==> config.mk <==
export PLATFORM = sky130hd
export DESIGN_NAME = lcd_spi_tx_flat
export DESIGN_NICKNAME = d
export VERILOG_FILES = /design/src/rtl/lcd_spi_tx_if.sv /design/src/rtl/lcd_spi_tx.sv /design/src/flat_wrapper.sv
export SDC_FILE = /design/constraint.sdc
export NUM_CORES = 1
export LEC_CHECK = 0
export BUFFER_PORTS_ARGS = -buffer_cell sky130_fd_sc_hd__buf_2
export CORE_UTILIZATION = 45
export DETAILED_ROUTE_END_ITERATION = 16
export GPL_TIMING_DRIVEN = 0
export HOLD_SLACK_MARGIN = 0.15
export MAX_ROUTING_LAYER = met4
export PLACE_DENSITY = 0.76
export RECOVER_POWER = 50
export SLEW_MARGIN = 20
export SYNTH_ARGS = -nofsm -noshare
export SYNTH_HDL_FRONTEND = slang
export SYNTH_SLANG_ARGS = --single-unit
==> constraint.sdc <==
create_clock -name clk -period 2.2 [get_ports clk]
set_input_delay 0.44 -clock clk [delete_from_list [all_inputs] [get_ports clk]]
set_output_delay 0.44 -clock clk [all_outputs]
set_load 0.01 [all_outputs]
==> src/rtl/lcd_spi_tx_if.sv <==
// Operation handshake between a panel-sequencing producer and the LCD SPI transmitter.
// The producer holds spi_start and the operands; the transmitter answers with spi_ready/busy.
interface lcd_spi_tx_if;
    logic       spi_start;
    logic [7:0] spi_data;
    logic [1:0] spi_cmd;
    logic       spi_ready;
    logic       busy;

    modport master (output spi_start, spi_data, spi_cmd, input spi_ready, busy);
    modport slave  (input spi_start, spi_data, spi_cmd, output spi_ready, busy);
endinterface

==> src/rtl/lcd_spi_tx.sv <==
// Byte-level SPI mode-0 transmitter for the LCD panel, with panel reset pulse and timed delay
// operations sequenced through the same four-phase start/ready handshake.
module lcd_spi_tx #(
    parameter int CLK_DIV      = 2,
    parameter int RST_CYCLES   = 20,
    parameter int DELAY_CYCLES = 1000
) (
    input  logic         clk,
    input  logic         reset,
    lcd_spi_tx_if.slave  bus,
    output logic         lcd_sclk,
    output logic         lcd_mosi,
    output logic         lcd_cs_n,
    output logic         lcd_dc,
    output logic         lcd_rst_n
);
    // HOLD keeps CS low for one phase, then spends one more phase deselected before acking.
    localparam int HOLD_CYCLES = 2 * CLK_DIV;
    localparam int MAX_A       = (HOLD_CYCLES > RST_CYCLES) ? HOLD_CYCLES : RST_CYCLES;
    localparam int MAX_C       = (MAX_A > DELAY_CYCLES) ? MAX_A : DELAY_CYCLES;
    localparam int CW          = $clog2(MAX_C + 1);

    localparam logic [CW-1:0] LD_PHASE = CW'(CLK_DIV - 1);
    localparam logic [CW-1:0] LD_HOLD  = CW'(HOLD_CYCLES - 1);
    localparam logic [CW-1:0] LD_RST   = CW'(RST_CYCLES - 1);
    localparam logic [CW-1:0] LD_DELAY = CW'(DELAY_CYCLES - 1);
    localparam logic [CW-1:0] CS_REL   = CW'(CLK_DIV);

    typedef enum logic [2:0] {
        IDLE, SETUP, SHIFT_HI, SHIFT_LO, HOLD, RSTPULSE, WAIT, ACK
    } state_t;

    state_t          state, state_nxt;
    logic [CW-1:0]   cnt, cnt_nxt;
    logic [2:0]      bit_cnt, bit_cnt_nxt;
    logic [7:0]      shreg, shreg_nxt;
    logic            sclk_nxt, mosi_nxt, cs_n_nxt, dc_nxt, rst_n_nxt, ready_nxt, busy_nxt;
    logic            phase_done;

    assign phase_done = (cnt == '0);

    always_ff @(posedge clk) begin
        if (reset) begin
            state         <= IDLE;
            cnt           <= '0;
            bit_cnt       <= '0;
            shreg         <= '0;
            lcd_sclk      <= 1'b0;
            lcd_mosi      <= 1'b0;
            lcd_cs_n      <= 1'b1;
            lcd_dc        <= 1'b0;
            lcd_rst_n     <= 1'b1;
            bus.spi_ready <= 1'b0;
            bus.busy      <= 1'b0;
        end else begin
            state         <= state_nxt;
            cnt           <= cnt_nxt;
            bit_cnt       <= bit_cnt_nxt;
            shreg         <= shreg_nxt;
            lcd_sclk      <= sclk_nxt;
            lcd_mosi      <= mosi_nxt;
            lcd_cs_n      <= cs_n_nxt;
            lcd_dc        <= dc_nxt;
            lcd_rst_n     <= rst_n_nxt;
            bus.spi_ready <= ready_nxt;
            bus.busy      <= busy_nxt;
        end
    end

    always_comb begin
        state_nxt = state;
        case (state)
            IDLE: begin
                if (bus.spi_start) begin
                    case (bus.spi_cmd)
                        2'b01:   state_nxt = RSTPULSE;
                        2'b11:   state_nxt = WAIT;
                        default: state_nxt = SETUP;
                    endcase
                end
            end
            SETUP:    if (phase_done) state_nxt = SHIFT_HI;
            SHIFT_HI: if (phase_done) state_nxt = (bit_cnt == 3'd7) ? HOLD : SHIFT_LO;
            SHIFT_LO: if (phase_done) state_nxt = SHIFT_HI;
            HOLD:     if (phase_done) state_nxt = ACK;
            RSTPULSE: if (phase_done) state_nxt = ACK;
            WAIT:     if (phase_done) state_nxt = ACK;
            ACK:      if (!bus.spi_start) state_nxt = IDLE;
            default:  state_nxt = IDLE;
        endcase
    end

    always_comb begin
        cnt_nxt     = phase_done ? cnt : cnt - 1'b1;
        bit_cnt_nxt = bit_cnt;
        shreg_nxt   = shreg;
        sclk_nxt    = lcd_sclk;
        mosi_nxt    = lcd_mosi;
        cs_n_nxt    = lcd_cs_n;
        dc_nxt      = lcd_dc;
        rst_n_nxt   = lcd_rst_n;
        ready_nxt   = bus.spi_ready;
        busy_nxt    = bus.busy;

        // Every phase change reloads the shared cycle counter for the phase being entered.
        if (state_nxt != state) begin
            case (state_nxt)
                SETUP, SHIFT_HI, SHIFT_LO: cnt_nxt = LD_PHASE;
                HOLD:                      cnt_nxt = LD_HOLD;
                RSTPULSE:                  cnt_nxt = LD_RST;
                WAIT:                      cnt_nxt = LD_DELAY;
                default:                   cnt_nxt = '0;
            endcase
        end

        case (state)
            IDLE: begin
                if (bus.spi_start) begin
                    busy_nxt    = 1'b1;
                    shreg_nxt   = bus.spi_data;
                    bit_cnt_nxt = '0;
                    if (bus.spi_cmd == 2'b01) begin
                        rst_n_nxt = 1'b0;
                    end else if (bus.spi_cmd[0] == 1'b0) begin
                        cs_n_nxt = 1'b0;
                        dc_nxt   = bus.spi_cmd[1];
                        mosi_nxt = bus.spi_data[7];
                    end
                end
            end
            SETUP, SHIFT_LO: if (phase_done) sclk_nxt = 1'b1;
            SHIFT_HI: begin
                if (phase_done) begin
                    sclk_nxt = 1'b0;
                    if (bit_cnt != 3'd7) begin
                        bit_cnt_nxt = bit_cnt + 1'b1;
                        shreg_nxt   = {shreg[6:0], 1'b0};
                        mosi_nxt    = shreg[6];
                    end
                end
            end
            HOLD: begin
                if (cnt == CS_REL) cs_n_nxt = 1'b1;
                if (phase_done) begin
                    busy_nxt  = 1'b0;
                    ready_nxt = 1'b1;
                end
            end
            RSTPULSE: begin
                if (phase_done) begin
                    rst_n_nxt = 1'b1;
                    busy_nxt  = 1'b0;
                    ready_nxt = 1'b1;
                end
            end
            WAIT: begin
                if (phase_done) begin
                    busy_nxt  = 1'b0;
                    ready_nxt = 1'b1;
                end
            end
            ACK:     if (!bus.spi_start) ready_nxt = 1'b0;
            default: ;
        endcase
    end
endmodule

==> src/flat_wrapper.sv <==
// flat-port wrapper written by rule: the top's interface ports become plain ports
module lcd_spi_tx_flat 
#(
    parameter int CLK_DIV      = 2,
    parameter int RST_CYCLES   = 20,
    parameter int DELAY_CYCLES = 1000
)
  (clk, reset, lcd_sclk, lcd_mosi, lcd_cs_n, lcd_dc, lcd_rst_n, bus_spi_start, bus_spi_data, bus_spi_cmd, bus_spi_ready, bus_busy);
  lcd_spi_tx_if bus_i ();
  input  logic clk;
  input  logic reset;
  output logic lcd_sclk;
  output logic lcd_mosi;
  output logic lcd_cs_n;
  output logic lcd_dc;
  output logic lcd_rst_n;
  input wire logic [$bits(bus_i.spi_start)-1:0] bus_spi_start;
  input wire logic [$bits(bus_i.spi_data)-1:0] bus_spi_data;
  input wire logic [$bits(bus_i.spi_cmd)-1:0] bus_spi_cmd;
  output wire logic [$bits(bus_i.spi_ready)-1:0] bus_spi_ready;
  output wire logic [$bits(bus_i.busy)-1:0] bus_busy;
  assign bus_i.spi_start = bus_spi_start;
  assign bus_i.spi_data = bus_spi_data;
  assign bus_i.spi_cmd = bus_spi_cmd;
  assign bus_spi_ready = bus_i.spi_ready;
  assign bus_busy = bus_i.busy;
  lcd_spi_tx #(.CLK_DIV(CLK_DIV), .RST_CYCLES(RST_CYCLES), .DELAY_CYCLES(DELAY_CYCLES)) u_core (.clk(clk), .reset(reset), .bus(bus_i), .lcd_sclk(lcd_sclk), .lcd_mosi(lcd_mosi), .lcd_cs_n(lcd_cs_n), .lcd_dc(lcd_dc), .lcd_rst_n(lcd_rst_n));
endmodule
# Yosys cells after proc, flatten, opt, wreduce, memory -nomap -nowiden
# Index checks and enable logic that the tools add are counted.
[totals]
regBits = 30
elab_cells = 105
[classes]
add_sub_neg = 2
eq_ne = 31
n_mux = 40
n_bitwise = 2
reduce_logical = 19
[ops]
columns = ["cell", "n"]
rows = [
  ["$pmux W10 S4", 1],
  ["$mux W3", 9],
  ["$eq A3 B3 Y1 const B", 8],
  ["$mux W7", 3],
  ["$mux W10", 2],
  ["$mux W1", 15],
  ["$pmux W3 S5", 1],
  ["$ne A2 B1 Y1 const B", 7],
  ["$pmux W7 S2", 1],
  ["$eq A3 B2 Y1 const B", 4],
  ["$pmux W1 S2", 6],
  ["$pmux W3 S2", 2],
  ["$reduce_and A4 Y1", 3],
  ["$reduce_bool A2 Y1", 6],
  ["$eq A10 B2 Y1 const B", 1],
  ["$logic_not A10 Y1", 1],
  ["$ne A2 B2 Y1 const B", 5],
  ["$sub A10 B1 Y10 const B", 1],
  ["$reduce_and A3 Y1", 3],
  ["$eq A3 B1 Y1 const B", 2],
  ["$reduce_and A6 Y1", 1],
  ["$reduce_or A3 Y1", 2],
  ["$reduce_and A5 Y1", 1],
  ["$add A3 B1 Y3 const B", 1],
  ["other kinds (7)", 8],
]

# Longest topological paths before layout
# Gate-level depths: netlist of the first run.
[logic_depth]
ltp_word = 8
mapped_depth = 10
mapped_depth_nobuf = 7

# Worst setup path before layout of the first run
# Ideal clock, no wire load.
[synth_timing]
path_kind = "register -> register"
from = "register u_core.cnt[0]"
to = "register u_core.bit_cnt[0]"
setup_time_ps = 128
arrival_ps = 2263
required_time_ps = 2072
slack_ps = -190
stages_incl_launch_ff = 11
path_buffers = 3
period_less_slack_ps = 2390
path_cell_list = "dfxtp_1 > inv_1 > ha_1 > or4b_1 > buf_2 > or3_1 > buf_6 > o21ai_4 > buf_6 > mux2i_1 > nor2_1"
[synth_via]
elab_chain_len = 3
[synth_lines]
columns = ["item", "line", "rtl"]
rows = [
  ["start: declaration", "lcd_spi_tx.sv:34", "logic [CW-1:0] cnt, cnt_nxt;"],
  ["start signal: assignment", "lcd_spi_tx.sv:57", "cnt <= cnt_nxt;"],
  ["$logic_not A10 Y1", "lcd_spi_tx.sv:40", "assign phase_done = (cnt == '0);"],
  ["$ne A2 B1 Y1 (no source line)", "-", ""],
  ["$reduce_and A4 Y1 (no source line)", "-", ""],
  ["end signal: assignment", "lcd_spi_tx.sv:58", "bit_cnt <= bit_cnt_nxt;"],
  ["end: declaration", "lcd_spi_tx.sv:35", "logic [2:0] bit_cnt, bit_cnt_nxt;"],
]
# Every way passes these cells.
# A chain may end at the register's enable or synchronous reset.

# Worst setup path after layout of the first run
[layout_timing]
from = "register u_core.cnt[0]"
to = "register u_core.cnt[4]"
[layout_via]
elab_chain_len = 7
word_cells_on_any_way = 18
cone_classes = "add/sub: 1; eq/ne: 8; mux: 7; reduce/logical: 2"
[layout_lines]
columns = ["item", "line", "rtl"]
rows = [
  ["$logic_not A10 Y1", "lcd_spi_tx.sv:40", ""],
  ["$mux W3, on equally long branches", "-", ""],
  ["$pmux W3 S5", "lcd_spi_tx.sv:72", "case (state)"],
  ["$eq A3 B1 Y1 or $eq A3 B2 Y1 (tied branches)", "lcd_spi_tx.sv:107", "case (state_nxt)"],
  ["$reduce_or A3 Y1", "lcd_spi_tx.sv:107", ""],
  ["$pmux W10 S4", "lcd_spi_tx.sv:107", ""],
  ["$mux W10", "lcd_spi_tx.sv:106", "if (state_nxt != state) begin"],
]
# Several ways; a longest one is shown, not always the timed one. The select of a mux whose other input is x is not followed.

==> run_summary.xml, run 1 <==
<?xml version="1.0" encoding="UTF-8"?>
<metrics>
  <group name="run_status">
    <metric name="outcome" unit="">complete, no violations</metric>
  </group>
  <group name="logic_synthesis">
    <metric name="proportion_of_synthesized_chip_area_in_sequential_cells" unit="%">37.71</metric>
    <metric name="number_of_flops_mapped_to_enable_cells_by_yosys" unit="">0</metric>
    <metric name="synthesis.instances" unit="">195</metric>
    <metric name="synthesis.nets" unit="">212</metric>
    <metric name="netlist_top_cells_count" unit="">30 x sky130_fd_sc_hd__dfxtp_1, 26 x sky130_fd_sc_hd__nor2_1, 23 x sky130_fd_sc_hd__nand2_1, 10 x sky130_fd_sc_hd__a21oi_1, 9 x sky130_fd_sc_hd__inv_1</metric>
    <metric name="synth_top_cell_by_area" unit="">sky130_fd_sc_hd__dfxtp_1</metric>
    <metric name="ys_seq_elements" unit="">30</metric>
    <metric name="synth_most_common_cell" unit="">sky130_fd_sc_hd__dfxtp_1</metric>
    <metric name="synth_area_leaders" unit="">sky130_fd_sc_hd__dfxtp_1 38%, sky130_fd_sc_hd__nor2_1 6.1%, sky130_fd_sc_hd__nand2_1 5.4%, sky130_fd_sc_hd__a311oi_1 3.8%, sky130_fd_sc_hd__mux2i_1 3.8%</metric>
    <metric name="dominant_register_cell_in_the_synthesized_netlist" unit="">sky130_fd_sc_hd__dfxtp_1</metric>
    <metric name="netlist.area_leader.share" unit="%">37.71</metric>
    <metric name="synth.distinct_cells" unit="">45</metric>
    <metric name="synthArstFlopShare" unit="%">0</metric>
    <metric name="syn_area_per_cell" unit="µm²">8.168</metric>
    <metric name="mappedNetlistArea" unit="mm²">0.001593</metric>
    <metric name="ys_warn_count" unit="">0</metric>
  </group>
  <group name="floorplanning">
    <metric name="die_width" unit="µm">61.50</metric>
    <metric name="floorplan.initialDensity" unit="%">47.36</metric>
    <metric name="placementRows" unit="">21</metric>
    <metric name="die-height" unit="µm">61.50</metric>
    <metric name="dieArea" unit="mm²">0.003782</metric>
    <metric name="core_area" unit="mm²">0.003363</metric>
    <metric name="io_pins" unit="">20</metric>
  </group>
  <group name="timing">
    <metric name="fin_crit" unit="ns">2.197</metric>
    <metric name="finalHoldViolCount" unit="">0</metric>
    <metric name="slew_violations" unit="">0</metric>
    <metric name="maximum_clock_rate" unit="MHz">455.1</metric>
    <metric name="timing.final.setup_violations" unit="">0</metric>
    <metric name="rsz0062_at_grt" unit="">true</metric>
    <metric name="skew" unit="ns">0.01133</metric>
    <metric name="slew_headroom" unit="%">44.07</metric>
    <metric name="worst_slew_pin_slew" unit="ns">0.8325</metric>
    <metric name="final_min_period_over_clock_period" unit="%">99.88</metric>
    <metric name="worst_hold_slack" unit="ns">0.3273</metric>
  </group>
  <group name="route">
    <metric name="dr.first_iter.drc_count" unit="">81</metric>
    <metric name="ant_nets" unit="">0</metric>
    <metric name="drt_drc_violations_left" unit="">0</metric>
    <metric name="routed_wirelength" unit="µm">3814</metric>
    <metric name="detail_route.wl_per_cell" unit="µm">13.72</metric>
    <metric name="route.detailed.vias_per_inst" unit="">5.568</metric>
    <metric name="drtPass1Iterations" unit="">4</metric>
    <metric name="via_count" unit="">1548</metric>
  </group>
  <group name="run">
    <metric name="maxCapViolations" unit="">0</metric>
  </group>
  <group name="placed_design">
    <metric name="io_buffers" unit="">19</metric>
    <metric name="cells_after_dpl" unit="">260</metric>
    <metric name="finalWeightedCongestion" unit="">0.9252</metric>
    <metric name="placed_cell_area" unit="mm²">0.001782</metric>
    <metric name="hpwlAfterDp" unit="µm">2560</metric>
  </group>
  <group name="pwr">
    <metric name="power.ir.vdd_worst" unit="mV">0.7218</metric>
    <metric name="power.share.sequential" unit="%">30.5</metric>
    <metric name="cellLeakagePower" unit="nW">0.8187</metric>
    <metric name="p_sw_share" unit="%">42.78</metric>
    <metric name="p_switching" unit="mW">1.128</metric>
    <metric name="pwr_per_cell_area" unit="mW/mm²">1339</metric>
    <metric name="power_frac_comb" unit="%">56.1</metric>
    <metric name="power.share.clock" unit="%">13.3</metric>
    <metric name="power.internal" unit="mW">1.508</metric>
    <metric name="totalPowerFinal" unit="mW">2.636</metric>
  </group>
  <group name="global_route">
    <metric name="grt_pass1_vias" unit="">1308</metric>
    <metric name="track_usage" unit="%">22.67</metric>
    <metric name="number_of_antenna_violations_at_the_first_check_in_global_routing" unit="">0</metric>
    <metric name="grt.overflow.total" unit="">0</metric>
    <metric name="grt_first_pass_wirelength" unit="µm">6051</metric>
    <metric name="grt_start_max_net_pins" unit="">11</metric>
  </group>
  <group name="min_path">
    <metric name="timing.hold.worst.class" unit="">in -&gt; reg</metric>
  </group>
  <group name="clocking">
    <metric name="tritoncts.num_buffers" unit="">5</metric>
    <metric name="clock_transition_at_path_regs" unit="ns">0.10</metric>
    <metric name="cts_max_path_buffers" unit="">2</metric>
    <metric name="h-tree-depth" unit="">2</metric>
    <metric name="cts_tree" unit="">done</metric>
    <metric name="cts-root-buf" unit="">sky130_fd_sc_hd__clkbuf_4</metric>
    <metric name="hold_buffers" unit="">0</metric>
    <metric name="insertion_delay" unit="ns">0.34</metric>
    <metric name="cts_sinks" unit="">30</metric>
  </group>
  <group name="worst_setup_path">
    <metric name="end_kind" unit="">flip-flop</metric>
    <metric name="reg2reg_slack" unit="ns">0.003</metric>
    <metric name="criticalPathCategory" unit="">reg -&gt; reg</metric>
    <metric name="critical_path_peak_fanout" unit="">5</metric>
    <metric name="critPathArrivalTime" unit="ns">2.43</metric>
    <metric name="cp.required" unit="ns">2.43</metric>
    <metric name="worstSetupStartpointType" unit="">flip-flop</metric>
  </group>
  <group name="final_layout">
    <metric name="final_core_util" unit="%">58.52</metric>
    <metric name="fillers" unit="">347</metric>
    <metric name="final_cells" unit="">278</metric>
    <metric name="syn_to_final_growth" unit="%">23.57</metric>
    <metric name="design.final.nets" unit="">248</metric>
    <metric name="antenna-diode-count" unit="">0</metric>
    <metric name="drive_above_1_share" unit="%">23.71</metric>
    <metric name="post-route-cell-area" unit="mm²">0.001968</metric>
  </group>
</metrics>
## state kept, by name (all words and copies together), names as in the netlist
name / flops
u_core.shreg: 7
u_core.lcd_mosi: 1
u_core.bit_cnt: 3
u_core.bus.busy: 1
u_core.lcd_rst_n: 1
u_core.bus.spi_ready: 1
u_core.lcd_sclk: 1
u_core.cnt: 10
u_core.lcd_cs_n: 1
u_core.lcd_dc: 1
u_core.state: 3
## cell usage in the layout (no fill, tap or decap), types with 2 or more instances in the layout
master,n
sky130_fd_sc_hd__a21oi_1,9
sky130_fd_sc_hd__a311oi_1,7
sky130_fd_sc_hd__a31oi_1,7
sky130_fd_sc_hd__and3_1,3
sky130_fd_sc_hd__and4_1,2
sky130_fd_sc_hd__buf_2,12
sky130_fd_sc_hd__buf_4,13
sky130_fd_sc_hd__clkbuf_1,14
sky130_fd_sc_hd__clkbuf_4,5
sky130_fd_sc_hd__dfxtp_1,28
sky130_fd_sc_hd__dfxtp_2,2
sky130_fd_sc_hd__ha_1,3
sky130_fd_sc_hd__inv_1,7
sky130_fd_sc_hd__inv_2,2
sky130_fd_sc_hd__mux2i_1,5
sky130_fd_sc_hd__nand2_1,23
sky130_fd_sc_hd__nand3_1,6
sky130_fd_sc_hd__nand3b_1,2
sky130_fd_sc_hd__nor2_1,26
sky130_fd_sc_hd__nor3_1,4
sky130_fd_sc_hd__nor3_2,2
sky130_fd_sc_hd__nor4_1,3
sky130_fd_sc_hd__o211ai_1,2
sky130_fd_sc_hd__o21ai_0,6
sky130_fd_sc_hd__o311ai_0,2
sky130_fd_sc_hd__o31ai_1,2
sky130_fd_sc_hd__xnor2_1,3
sky130_fd_sc_hd__xor2_1,4
## metal layers
metal  vias up  GRT usage [%]  part of all wire (%)
met4         0          7.619                   1.3
met3         5          5.672                   6.7
met2        48          31.80                    46
li1        787              -                     -
met5         -              -                     0
met1       708          31.53                    46
## power by group through the flow
stage	logic, mW	clock network, mW	registers, mW
after detailed placement	1.25	0	0.814
after CTS	1.42	0.355	0.800
after floorplan	0.990	0	0.811
final	1.48	0.351	0.805
after global placement	1.24	0	0.811
after global routing	1.63	0.381	0.824
## layout make-up
class | count | area (µm²) | share of cell area (%)
tap | 46 | 57.56 | 2.924
inverter | 9 | 33.78 | 1.716
buffer | 9 | 42.54 | 2.161
clock inverter | 1 | 5.005 | 0.2543
clock buffer | 7 | 55.05 | 2.797
multi-input combinational | 144 | 987.2 | 50.16
timing repair buffer | 32 | 183.9 | 9.345
sequential | 30 | 603.1 | 30.64
## path summary, 6_finish.rpt
path              startpoint               to  cells past startpoint
min reg2reg  u_core.bus.busy  u_core.bus.busy                      2
min                    reset  u_core.state[0]                      2
max            u_core.cnt[0]    u_core.cnt[4]                      7
max reg2reg    u_core.cnt[0]    u_core.cnt[4]                      7
## worst max-delay path, stage by stage (launching register included)
cell and delay [ns]:
sky130_fd_sc_hd__dfxtp_2 0.33, sky130_fd_sc_hd__inv_2 0.06, sky130_fd_sc_hd__ha_4 0.12, sky130_fd_sc_hd__or4b_4 0.51, sky130_fd_sc_hd__or3_4 0.44, sky130_fd_sc_hd__a221oi_4 0.29, sky130_fd_sc_hd__a211oi_2 0.07, sky130_fd_sc_hd__a41o_1 0.25
## kinds of logic (layout without fill, tap and decap cells)
| logic type | after synthesis | count (layout) | share of synthesized area (%) |
|---|---|---|---|
| AND/OR/NAND/NOR | 78 | 78 | 23.25 |
| AO/OA/AOI/OAI | 49 | 49 | 22.23 |
| flip-flops | 30 | 30 | 37.71 |
| buffers and inverters | 21 | 58 | 6.048 |
| XOR/XNOR | 7 | 7 | 3.849 |
| multiplexers | 6 | 6 | 3.771 |
| adder cells (fa/ha/maj) | 4 | 4 | 3.142 |
## per-stage QoR
| stage | setup TNS, ns | setup WS (ns) |
|---|---|---|
| global placement | -3.158 | -0.2508 |
| floorplan | -0.2318 | -0.06906 |
| detailed placement | -2.747 | -0.2679 |
| CTS | -0.009409 | -0.009409 |
| global route | -0.4025 | -0.06570 |
| finish | 0 | 0.002613 |
## timing repair
action,4_1_cts,5_1_grt
gates cloned,0,0
pin swaps,3,5
setup buffers,11,2
gates resized for setup,6,5
setup endpoints to repair,21,19
No activity file was read; power rests on OpenSTA's default activity.
==> inputs of run 2 (changes only) <==
--- a/config.mk
+++ b/config.mk
@@ -6,12 +6,14 @@
 export NUM_CORES = 1
 export LEC_CHECK = 0
 export BUFFER_PORTS_ARGS = -buffer_cell sky130_fd_sc_hd__buf_2
-export CORE_UTILIZATION = 45
+export CELL_PAD_IN_SITES_DETAIL_PLACEMENT = 0
+export CELL_PAD_IN_SITES_GLOBAL_PLACEMENT = 1
+export CORE_UTILIZATION = 38
 export DETAILED_ROUTE_END_ITERATION = 16
 export GPL_TIMING_DRIVEN = 0
 export HOLD_SLACK_MARGIN = 0.15
 export MAX_ROUTING_LAYER = met4
-export PLACE_DENSITY = 0.76
+export PLACE_DENSITY = 0.83
 export RECOVER_POWER = 50
 export SLEW_MARGIN = 20
 export SYNTH_ARGS = -nofsm -noshare
==> run_summary.xml, run 2 (same netlist as run 1, synthesis figures left out) <==
<?xml version="1.0" encoding="UTF-8"?>
<metrics>
  <group name="run_status">
    <metric name="outcome" unit="">complete, no violations</metric>
  </group>
  <group name="final_layout">
    <metric name="largestRegisters" unit="">u_core.cnt (10), u_core.shreg (7)</metric>
    <metric name="largest_register_ff_count" unit="">10</metric>
    <metric name="drive_above_1_share" unit="%">26.05</metric>
    <metric name="fillers" unit="">366</metric>
    <metric name="design.final.nets" unit="">254</metric>
    <metric name="seq_area" unit="µm²">603.1</metric>
    <metric name="syn_to_final_growth" unit="%">31.89</metric>
    <metric name="final_cell_mix" unit="">28 x sky130_fd_sc_hd__dfxtp_1, 25 x sky130_fd_sc_hd__nor2_1, 23 x sky130_fd_sc_hd__nand2_1, 15 x sky130_fd_sc_hd__buf_4, 14 x sky130_fd_sc_hd__clkbuf_1</metric>
    <metric name="antenna-diode-count" unit="">0</metric>
    <metric name="final_common_cell" unit="">sky130_fd_sc_hd__dfxtp_1</metric>
    <metric name="final_cells" unit="">288</metric>
    <metric name="top_register" unit="">u_core.cnt</metric>
    <metric name="multi_input_area" unit="mm²">0.001023</metric>
  </group>
  <group name="worst_setup_path">
    <metric name="worstSetupStartpoint" unit="">u_core.cnt[5]</metric>
    <metric name="path_depth" unit="">5</metric>
    <metric name="criticalPathCategory" unit="">reg -&gt; reg</metric>
    <metric name="critPathBufInv" unit="">0</metric>
    <metric name="end_kind" unit="">flip-flop</metric>
    <metric name="r2r_start" unit="">u_core.cnt[5]</metric>
    <metric name="critical_path_s_slowest_cell" unit="">sky130_fd_sc_hd__or4_4</metric>
    <metric name="cp.required" unit="ns">2.37</metric>
    <metric name="worstSetupStartpointType" unit="">flip-flop</metric>
    <metric name="reg2reg_depth" unit="">5</metric>
    <metric name="crit_path_cell_trace" unit="">or4_4 &gt; or3_4 &gt; a221oi_2 &gt; a211oi_2 &gt; a41o_1</metric>
    <metric name="critical_path_peak_fanout" unit="">6</metric>
    <metric name="timing.critical_path.slowest_cell_delay" unit="ns">0.62</metric>
    <metric name="critPathTopFamily" unit="">simple AND/OR/NAND/NOR gates</metric>
    <metric name="critical_path_destination" unit="">u_core.cnt[4]</metric>
    <metric name="reg2reg_slack" unit="ns">0.02</metric>
    <metric name="crit-reg2reg-capture" unit="">u_core.cnt[4]</metric>
    <metric name="critPathArrivalTime" unit="ns">2.35</metric>
  </group>
  <group name="floorplanning">
    <metric name="die-height" unit="µm">66.74</metric>
    <metric name="io_pins" unit="">20</metric>
    <metric name="dieArea" unit="mm²">0.004454</metric>
    <metric name="die_width" unit="µm">66.74</metric>
    <metric name="core_area" unit="mm²">0.004000</metric>
    <metric name="placementRows" unit="">23</metric>
    <metric name="floorplan.initialDensity" unit="%">39.82</metric>
  </group>
  <group name="clocking">
    <metric name="clock_transition_at_path_regs" unit="ns">0.06</metric>
    <metric name="cts_max_path_buffers" unit="">2</metric>
    <metric name="tritoncts.num_buffers" unit="">5</metric>
    <metric name="insertion_delay" unit="ns">0.28</metric>
    <metric name="h-tree-depth" unit="">2</metric>
    <metric name="cts-root-buf" unit="">sky130_fd_sc_hd__clkbuf_8</metric>
    <metric name="cts_sinks" unit="">30</metric>
    <metric name="cts_tree" unit="">done</metric>
  </group>
  <group name="pwr">
    <metric name="totalPowerFinal" unit="mW">2.941</metric>
    <metric name="power.ir.vdd_worst" unit="mV">0.7344</metric>
    <metric name="power.internal" unit="mW">1.721</metric>
    <metric name="power.share.sequential" unit="%">27.5</metric>
    <metric name="p_sw_share" unit="%">41.47</metric>
    <metric name="pwr_per_cell_area" unit="mW/mm²">1400</metric>
    <metric name="cellLeakagePower" unit="nW">0.8537</metric>
    <metric name="power_frac_comb" unit="%">57.0</metric>
    <metric name="p_switching" unit="mW">1.220</metric>
    <metric name="power.share.clock" unit="%">15.5</metric>
  </group>
  <group name="timing">
    <metric name="final_min_period_over_clock_period" unit="%">99.27</metric>
    <metric name="skew" unit="ns">0.005383</metric>
    <metric name="worst_slew_pin_slew" unit="ns">0.9208</metric>
    <metric name="slew_violations" unit="">0</metric>
    <metric name="finalHoldViolCount" unit="">0</metric>
    <metric name="maximum_clock_rate" unit="MHz">457.9</metric>
    <metric name="slew_headroom" unit="%">38.14</metric>
    <metric name="rsz0062_at_grt" unit="">true</metric>
    <metric name="finalSetupTns" unit="ns">0</metric>
    <metric name="fin_crit" unit="ns">2.184</metric>
    <metric name="timing.final.setup_violations" unit="">0</metric>
  </group>
  <group name="placed_design">
    <metric name="hpwlAfterDp" unit="µm">2704</metric>
    <metric name="io_buffers" unit="">19</metric>
    <metric name="cells_after_dpl" unit="">264</metric>
    <metric name="finalWeightedCongestion" unit="">0.8287</metric>
  </group>
  <group name="global_route">
    <metric name="grt.overflow.total" unit="">0</metric>
    <metric name="track_usage" unit="%">20.32</metric>
    <metric name="grt_pass1_vias" unit="">1408</metric>
    <metric name="grt_start_max_net_pins" unit="">11</metric>
    <metric name="number_of_antenna_violations_at_the_first_check_in_global_routing" unit="">0</metric>
    <metric name="grt_first_pass_wirelength" unit="µm">6617</metric>
  </group>
  <group name="route">
    <metric name="ant_nets" unit="">0</metric>
    <metric name="detail_route.wl_per_cell" unit="µm">14.34</metric>
    <metric name="dr.first_iter.drc_count" unit="">70</metric>
    <metric name="drtPass1Iterations" unit="">4</metric>
    <metric name="drt_drc_violations_left" unit="">0</metric>
    <metric name="route.detailed.vias_per_inst" unit="">5.434</metric>
    <metric name="routed_wirelength" unit="µm">4129</metric>
    <metric name="via_count" unit="">1565</metric>
  </group>
  <group name="run">
    <metric name="maxCapViolations" unit="">0</metric>
  </group>
  <group name="min_path">
    <metric name="timing.hold.worst_path_depth" unit="">2</metric>
    <metric name="timing.hold.worst.class" unit="">in -&gt; reg</metric>
  </group>
</metrics>
==> run 2: through the flow <==
step                hold slack (ns)  setup slack (ns)  utilization (%)  area [µm²]
floorplan                    0.4499          -0.06906                -        1629
CTS                          0.3886          -0.08625            49.92        1997
global placement             0.4501           -0.2798            44.67        1787
finish                       0.3985           0.01608            52.52        2101
global route                 0.4051          -0.07186            52.52        2101
detailed placement           0.4494           -0.2576            44.67        1787
==> run 2: worst min path at each step <==
stage	endpoint	slack, ns	startpoint
after floorplan	u_core.shreg[0]	0.45	u_core.shreg[0]
final	u_core.state[0]	0.40	reset
after detailed placement	u_core.bus.busy	0.45	u_core.bus.busy
after global placement	u_core.bus.busy	0.45	u_core.bus.busy
after CTS	u_core.state[0]	0.39	reset
after global routing	u_core.state[0]	0.41	reset
==> run 2: area by class of cell <==
| type | instances | share of cell area, % |
|---|---|---|
| buffer | 9 | 2.025 |
| clock buffer | 7 | 4.110 |
| clock inverter | 1 | 0.2382 |
| inverter | 9 | 1.608 |
| multi-input combinational | 144 | 48.72 |
| sequential | 30 | 28.71 |
| tap | 50 | 2.978 |
| timing repair buffer | 38 | 11.61 |
==> run 2: power groups by stage <==
stage          sequential (mW)  combinational, mW  clock, mW
2_1_floorplan            0.811              0.990          0
3_3_place_gp             0.813               1.27          0
3_5_place_dp             0.815               1.26          0
4_1_cts                  0.806               1.46      0.468
5_1_grt                  0.831               1.84      0.487
6_report                 0.808               1.68      0.456
==> run 2: per-layer routing <==
| metal | GRT usage (%) | up-vias | part of all wire, % |
|---|---|---|---|
| met5 | - | - | 0 |
| met4 | 7.447 | 0 | 1.2 |
| met3 | 4.795 | 5 | 3.9 |
| met2 | 29.80 | 30 | 45 |
| met1 | 26.97 | 736 | 50 |
| li1 | - | 794 | - |
==> run 2: repair_timing <==
| item | in CTS | in global routing |
|---|---|---|
| setup endpoints to repair | 21 | 23 |
| hold buffers | 0 | 0 |
| buffers inserted | 12 | 7 |
| pin swaps | 8 | 6 |
| cloned | 0 | 0 |
| resized for setup | 10 | 11 |
| hold endpoints to repair | 0 | 0 |
